$ cat config.mk
export PLATFORM = sky130hd
export DESIGN_NAME = if_fetch_stage
export DESIGN_NICKNAME = d
export VERILOG_FILES = /design/src/rtl/if_fetch_stage.sv
export SDC_FILE = /design/constraint.sdc
export NUM_CORES = 1
export LEC_CHECK = 0
export CORE_ASPECT_RATIO = 0.8
export CORE_MARGIN = 4
export CORE_UTILIZATION = 59
export CTS_BUF_LIST = sky130_fd_sc_hd__clkbuf_4
export CTS_CLUSTER_DIAMETER = 30
export DETAILED_ROUTE_END_ITERATION = 16
export GPL_TIMING_DRIVEN = 0
export PLACE_DENSITY = 0.89
export SYNTH_ARGS = -nofsm -noshare
export SYNTH_HDL_FRONTEND = slang
export SYNTH_SLANG_ARGS = --single-unit
$ cat constraint.sdc
create_clock -name clk -period 5.8 [get_ports clk]
set_input_delay 1.16 -clock clk [delete_from_list [all_inputs] [get_ports clk]]
set_output_delay 1.16 -clock clk [all_outputs]
set_load 0.03 [all_outputs]
$ cat src/rtl/if_fetch_stage.sv
// Instruction-fetch stage: PC, imem req/ack fetch, 2-entry fetch queue, hold and redirect.
// Optional perf counters (fetchCount/stallCount) are enabled by defining IF_FETCH_PERF_CNT_EN.
module if_fetch_stage #(
  parameter logic [31:0] RESET_PC = 32'h0000_0000
) (
  input  logic        clk,
  input  logic        rst,
  input  logic        hold,
  input  logic        redirect,
  input  logic [31:0] redirectPC,
  output logic        imem_req,
  output logic [31:0] imem_addr,
  input  logic        imem_ack,
  input  logic [31:0] imem_rdata,
  output logic [31:0] instrOut,
  output logic [31:0] PCplus4,
  output logic        instrValid,
  output logic        IF_flush
`ifdef IF_FETCH_PERF_CNT_EN
  ,
  output logic [31:0] fetchCount,
  output logic [31:0] stallCount
`endif
);

  localparam logic [0:0] ST_REQ     = 1'b0;
  localparam logic [0:0] ST_DISCARD = 1'b1;

  logic [31:0] pc_r;
  logic [31:0] addr_r;
  logic        pending_r;
  logic [0:0]  state_r;
  logic [1:0]  count_r;
  logic [31:0] instr0_r, instr1_r;
  logic [31:0] pc4_0_r, pc4_1_r;

  logic        req_s;
  logic [31:0] fetch_addr_s;
  logic [31:0] fetch_pc4_s;
  logic        ack_s;
  logic        push_s;
  logic        pop_s;
  logic        head_valid_s;

  // Request/queue control; an outstanding request keeps its captured address across redirects.
  always_comb begin
    req_s        = !rst && (pending_r || (count_r < 2'd2));
    fetch_addr_s = pending_r ? addr_r : pc_r;
    fetch_pc4_s  = fetch_addr_s + 32'd4;
    ack_s        = req_s && imem_ack;
    push_s       = ack_s && (state_r == ST_REQ) && !redirect;
    head_valid_s = (count_r != 2'd0) && !redirect;
    pop_s        = head_valid_s && !hold;
  end

  // Outputs to imem and IF/ID; a redirect forces a bubble into IF/ID.
  always_comb begin
    imem_req   = req_s;
    imem_addr  = fetch_addr_s;
    instrValid = head_valid_s;
    IF_flush   = redirect;
    if (head_valid_s) begin
      instrOut = instr0_r;
      PCplus4  = pc4_0_r;
    end else begin
      instrOut = 32'h0000_0000;
      PCplus4  = 32'h0000_0000;
    end
  end

  // PC, handshake state, discard FSM and fetch queue.
  always_ff @(posedge clk) begin
    if (rst) begin
      pc_r      <= RESET_PC;
      addr_r    <= RESET_PC;
      pending_r <= 1'b0;
      state_r   <= ST_REQ;
      count_r   <= 2'd0;
      instr0_r  <= 32'h0000_0000;
      instr1_r  <= 32'h0000_0000;
      pc4_0_r   <= 32'h0000_0000;
      pc4_1_r   <= 32'h0000_0000;
    end else begin
      if (ack_s) begin
        pending_r <= 1'b0;
      end else if (req_s) begin
        pending_r <= 1'b1;
      end
      if (req_s && !pending_r) begin
        addr_r <= pc_r;
      end
      if (redirect) begin
        pc_r    <= redirectPC & 32'hFFFF_FFFC;
        count_r <= 2'd0;
        // A request already on the bus cannot be withdrawn; its data must be thrown away.
        state_r <= (req_s && !imem_ack) ? ST_DISCARD : ST_REQ;
      end else begin
        if (ack_s) begin
          state_r <= ST_REQ;
        end
        if (push_s) begin
          pc_r <= fetch_pc4_s;
        end
        case ({push_s, pop_s})
          2'b10: begin
            if (count_r == 2'd0) begin
              instr0_r <= imem_rdata;
              pc4_0_r  <= fetch_pc4_s;
            end else begin
              instr1_r <= imem_rdata;
              pc4_1_r  <= fetch_pc4_s;
            end
            count_r <= count_r + 2'd1;
          end
          2'b01: begin
            instr0_r <= instr1_r;
            pc4_0_r  <= pc4_1_r;
            count_r  <= count_r - 2'd1;
          end
          2'b11: begin
            if (count_r == 2'd1) begin
              instr0_r <= imem_rdata;
              pc4_0_r  <= fetch_pc4_s;
            end else begin
              instr0_r <= instr1_r;
              pc4_0_r  <= pc4_1_r;
              instr1_r <= imem_rdata;
              pc4_1_r  <= fetch_pc4_s;
            end
          end
          default: begin
          end
        endcase
      end
    end
  end

`ifdef IF_FETCH_PERF_CNT_EN
  logic [31:0] fetch_cnt_r;
  logic [31:0] stall_cnt_r;

  // Pop and held-valid counters, both wrapping.
  always_ff @(posedge clk) begin
    if (rst) begin
      fetch_cnt_r <= 32'd0;
      stall_cnt_r <= 32'd0;
    end else begin
      if (pop_s) begin
        fetch_cnt_r <= fetch_cnt_r + 32'd1;
      end
      if (hold && head_valid_s) begin
        stall_cnt_r <= stall_cnt_r + 32'd1;
      end
    end
  end

  assign fetchCount = fetch_cnt_r;
  assign stallCount = stall_cnt_r;
`endif

endmodule

==> results of run 1 <==
==> metal layers <==
layer / part of all wire / GRT usage
met3: 0.13 / 0.0875
met2: 0.44 / 0.488
met5: 0 / 0
met1: 0.41 / 0.454
met4: 0.019 / 0.0899
==> where the power goes <==
| part | internal (W) | switching, W |
|---|---|---|
| Sequential | 0.00140 | 0.0000410 |
| Combinational | 0.000157 | 0.000233 |
| Clock | 0.000265 | 0.000485 |
| Total | 0.00182 | 0.000759 |
==> worst max-delay path by stage <==
stage                     slack [ns]      from                        to  cells past startpoint
after floorplan                 1.64       rst  pc4_0_r[23]$_SDFFE_PP0P_                     12
after global placement          0.85  redirect               PCplus4[23]                      6
after detailed placement        0.83       rst  instr0_r[7]$_SDFFE_PP0P_                     12
after CTS                       0.84  redirect               PCplus4[23]                      6
after global routing            0.58  redirect               PCplus4[23]                      6
final                           0.74  redirect               PCplus4[23]                      6
==> area by class of cell <==
class / count / area, µm²
Multi-Input combinational cell: 799 / 4710
Clock inverter: 14 / 151
Sequential cell: 196 / 3920
Antenna cell: 1 / 2.50
Inverter: 20 / 75.1
Timing Repair Buffer: 164 / 1640
Tap cell: 210 / 263
Fill cell: 1122 / 3780
Clock buffer: 18 / 135
Buffer: 94 / 388
==> cell families (layout without fill, tap and decap cells) <==
group                      count (synthesis)  count (layout)  synth area share
muxes                                     33              33            0.0391
AOI/OAI and AO/OA                        243             243             0.187
other                                      0               1                 0
adders and majority gates                  7               7           0.00963
DFF                                      196             196             0.431
and+or+nand+nor                          491             491             0.258
buffers and inverters                    114             310            0.0509
xor gates and xnor gates                  25              25            0.0241
==> critical path, cell delays in order <==
cell             delay [ns]
clkdlybuf4s50_1        0.57
nor2_1                 0.21
clkbuf_1               0.45
clkbuf_1               0.56
and2_1                 0.27
clkdlybuf4s50_1        0.68
==> metrics by stage <==
step	total power, W	setup WS (ns)	instances
6_report	0.00258	0.741	1516
5_1_grt	0.00266	0.584	1516
4_1_cts	0.00257	0.837	1515
3_5_place_dp	0.00185	0.834	1483
3_3_place_gp	0.00184	0.850	1483
2_1_floorplan	0.00168	1.64	1109
==> sequential cells by signal (all words and copies together) (netlist names) <==
register and flops:
state_r 1, count_r 2, pc4_1_r 32, instr0_r 32
pc4_0_r 32, addr_r 32, pending_r 1, pc_r 32
instr1_r 32
==> placed cells by master, fill, tap and decap left out, drive strengths merged, types with 2 or more instances in the layout <==
cell type,count
dfxtp,196
clkdlybuf4s50,164
nand2,161
nor2,105
clkbuf,95
a21oi,75
and2,65
nor3,61
a221oi,57
o21ai,44
nand2b,33
nand3,26
a222oi,24
inv,24
xnor2,23
mux2,20
buf,17
mux2i,13
a22oi,13
nand3b,12
nand4,12
a2111oi,8
ha,7
o22ai,6
a211oi,6
or3,5
nor2b,5
nand4b,5
clkinvlp,5
a31oi,3
clkinv,3
xor2,2
bufinv,2
==> results by group, run 1 <==
Timing
  • Final Slew Violations: 0
  • Achievable Freq: 198 MHz
  • Final total negative setup slack: 0 ns
  • Finish-stage setup viols: 0
  • Final clock skew: approximately 0.018 ns
  • Worst hold slack across all endpoints: 0.465 ns
  • Number of hold-slack violations in the final timing report: 0
  • Fraction of the cycle the final worst path needs: 0.872
  • RSZ-0062 raised after global routing: no
  • Minimum clock period: 5.06 ns
  • Transition time at the pin with the least slew margin: 0.921 ns
  • Max-Slew Margin vs Limit: 0.383

Critical path
  • Setup slack on the worst flop-to-flop path: roughly 1.2 ns
  • Critical path required time: 4.64 ns
  • Crit end category: output pin
  • Arrival time worst endpoint: 3.90 ns
  • Capturing point of the worst reg2reg path: instr0_r[7]$_SDFFE_PP0P_
  • Reg-to-Reg Start: pending_r$_SDFFE_PP0N_
  • Highest fanout seen on the critical path: 10
  • Number of cells traversed by the worst register-to-register path: 14
  • Startpoint Class: primary input
  • Crit Path Class: in2out

Die
  • Number of top-level design ports: about 170
  • Width of the die: approximately 150 µm
  • Die span in y: 119 µm
  • Effective utilization at floorplan: 0.604
  • Core Area: 0.0151 mm²
  • FP Rows: 40
  • Die Area: 0.0175 mm²

Route
  • Iteration-0 DRC Markers: 1,140
  • Antenna-violating nets left: 0
  • Drc violations: 0
  • Via count: 9,307
  • Final Routed Wirelength: roughly 29 mm
  • Via density per instance: around 6.1
  • First-pass detailed-route iteration total: 11
  • Average wire per standard cell: 19.1 µm

Clock tree
  • CTS clk-pin slew, worst paths: approximately 0.15 ns
  • Count of cells resized by post-cts repair: 0
  • H-tree levels: 4
  • Maximum number of buffers from clock root to sink: 2
  • Clock sink count: between 150 and 200
  • Number of buffers added by the clock tree synthesis step: 17
  • TritonCTS clock tree: built
  • Cell at the root of the clock tree: clkbuf_4
  • Worst-Skew Late Latency: 0.60 ns
  • Hold-fix buffer count after cts: 0
  • Number of buffers inserted by post-CTS setup repair: 0

Synthesis
  • Count of flip-flops with a built-in enable after synthesis: 0
  • Count of synthesis-stage warnings from yosys: 0
  • Post-synthesis cell type with the largest combined area: dfxtp_1
  • Sequential share of the synthesized area: 0.431
  • Most frequent cell after synthesis: dfxtp_1
  • Flops & latches, synth: 196
  • Synth top area share: 0.431
  • Main area contributors after synthesis: dfxtp_1, nand2_1, a221oi_1, and2_1, nor2_1
  • Cell count after synthesis: 1,109
  • Average cell area after synthesis: 8.20 µm²
  • Share of flip-flops with an asynchronous set or reset: 0
  • Post-synth top flop: dfxtp_1
  • Syn Std Cell Area: about 0.0091 mm²
  • Commonest cells in the netlist: dfxtp_1, nand2_1, nor2_1
  • Post-synth net total: 1,185
  • Library cells used by synthesis: 48

Placed design
  • # port buffers: 164
  • Final estimated routing congestion in global placement: 0.953
  • Placed standard-cell area: around 0.011 mm²
  • Half-perimeter wire length of the detailed placement result: 21.5 mm

Final layout
  • Area overhead of the layout relative to synthesis: 24.1%
  • Final design utilization: 0.749
  • Ratio of cells with drive above 1 in the final layout: 0.0552
  • Layout Nets: between 1,000 and 1,500
  • Total non-filler cell area in the finished layout: 0.0113 mm²

Power
  • Total leakage power: about 3.8 nW
  • Cell Pwr Density: 229 mW/mm²
  • Worst VDD drop: 0.162 mV

Global route
  • Antenna violations before repair: 1
  • Number of global-route vias before repair: 8,591
  • Maximum number of pins on one net before global-route repair: 18
  • Global-route wire length before repair: 45.4 mm
  • Overflow left after global routing: 0
  • Combined global-route utilization of all metal layers: 0.323

Min path
  • Min-Delay Endpoint: instr1_r[27]$_SDFFE_PP0P_
  • Count of cells along the worst hold path: 2
  • Worst min-delay path category: reg2reg
  • Source of the worst hold timing path: instr1_r[27]$_SDFFE_PP0P_

Status
  • Run status: finished, final reports clean

Job
  • Total of max-cap violations: 0
(Power assumes the default switching activity.)
==> run 2: changes to the inputs <==
==> constraint.sdc (replaced) <==
create_clock -name clk -period 5.8 [get_ports clk]
set_input_delay 1.16 -clock clk [delete_from_list [all_inputs] [get_ports clk]]
set_output_delay 1.16 -clock clk [all_outputs]
set_load 0.1 [all_outputs]
==> results of run 2 <==
The final DEF is identical to that of run 1. Status: finished, final reports clean.
Among the figures that moved: setup slack after placement 0.834 ns -> 0.379 ns; setup slack after layout 0.741 ns -> 0.277 ns; total power 0.00258 W -> 0.00267 W; worst IR drop on VDD 0.162 mV -> 0.163 mV
==> run 3: changes to the inputs <==
--- a/config.mk
+++ b/config.mk
@@ -5,6 +5,7 @@
 export SDC_FILE = /design/constraint.sdc
 export NUM_CORES = 1
 export LEC_CHECK = 0
+export ABC_CLOCK_PERIOD_IN_PS = 5800
 export CORE_ASPECT_RATIO = 0.8
 export CORE_MARGIN = 4
 export CORE_UTILIZATION = 59
==> results of run 3 <==
The final DEF is identical to that of run 1. Status: finished, final reports clean.
Among the figures that moved: setup slack after placement 0.834 ns -> 0.379 ns; setup slack after layout 0.741 ns -> 0.277 ns; total power 0.00258 W -> 0.00267 W; worst IR drop on VDD 0.162 mV -> 0.163 mV
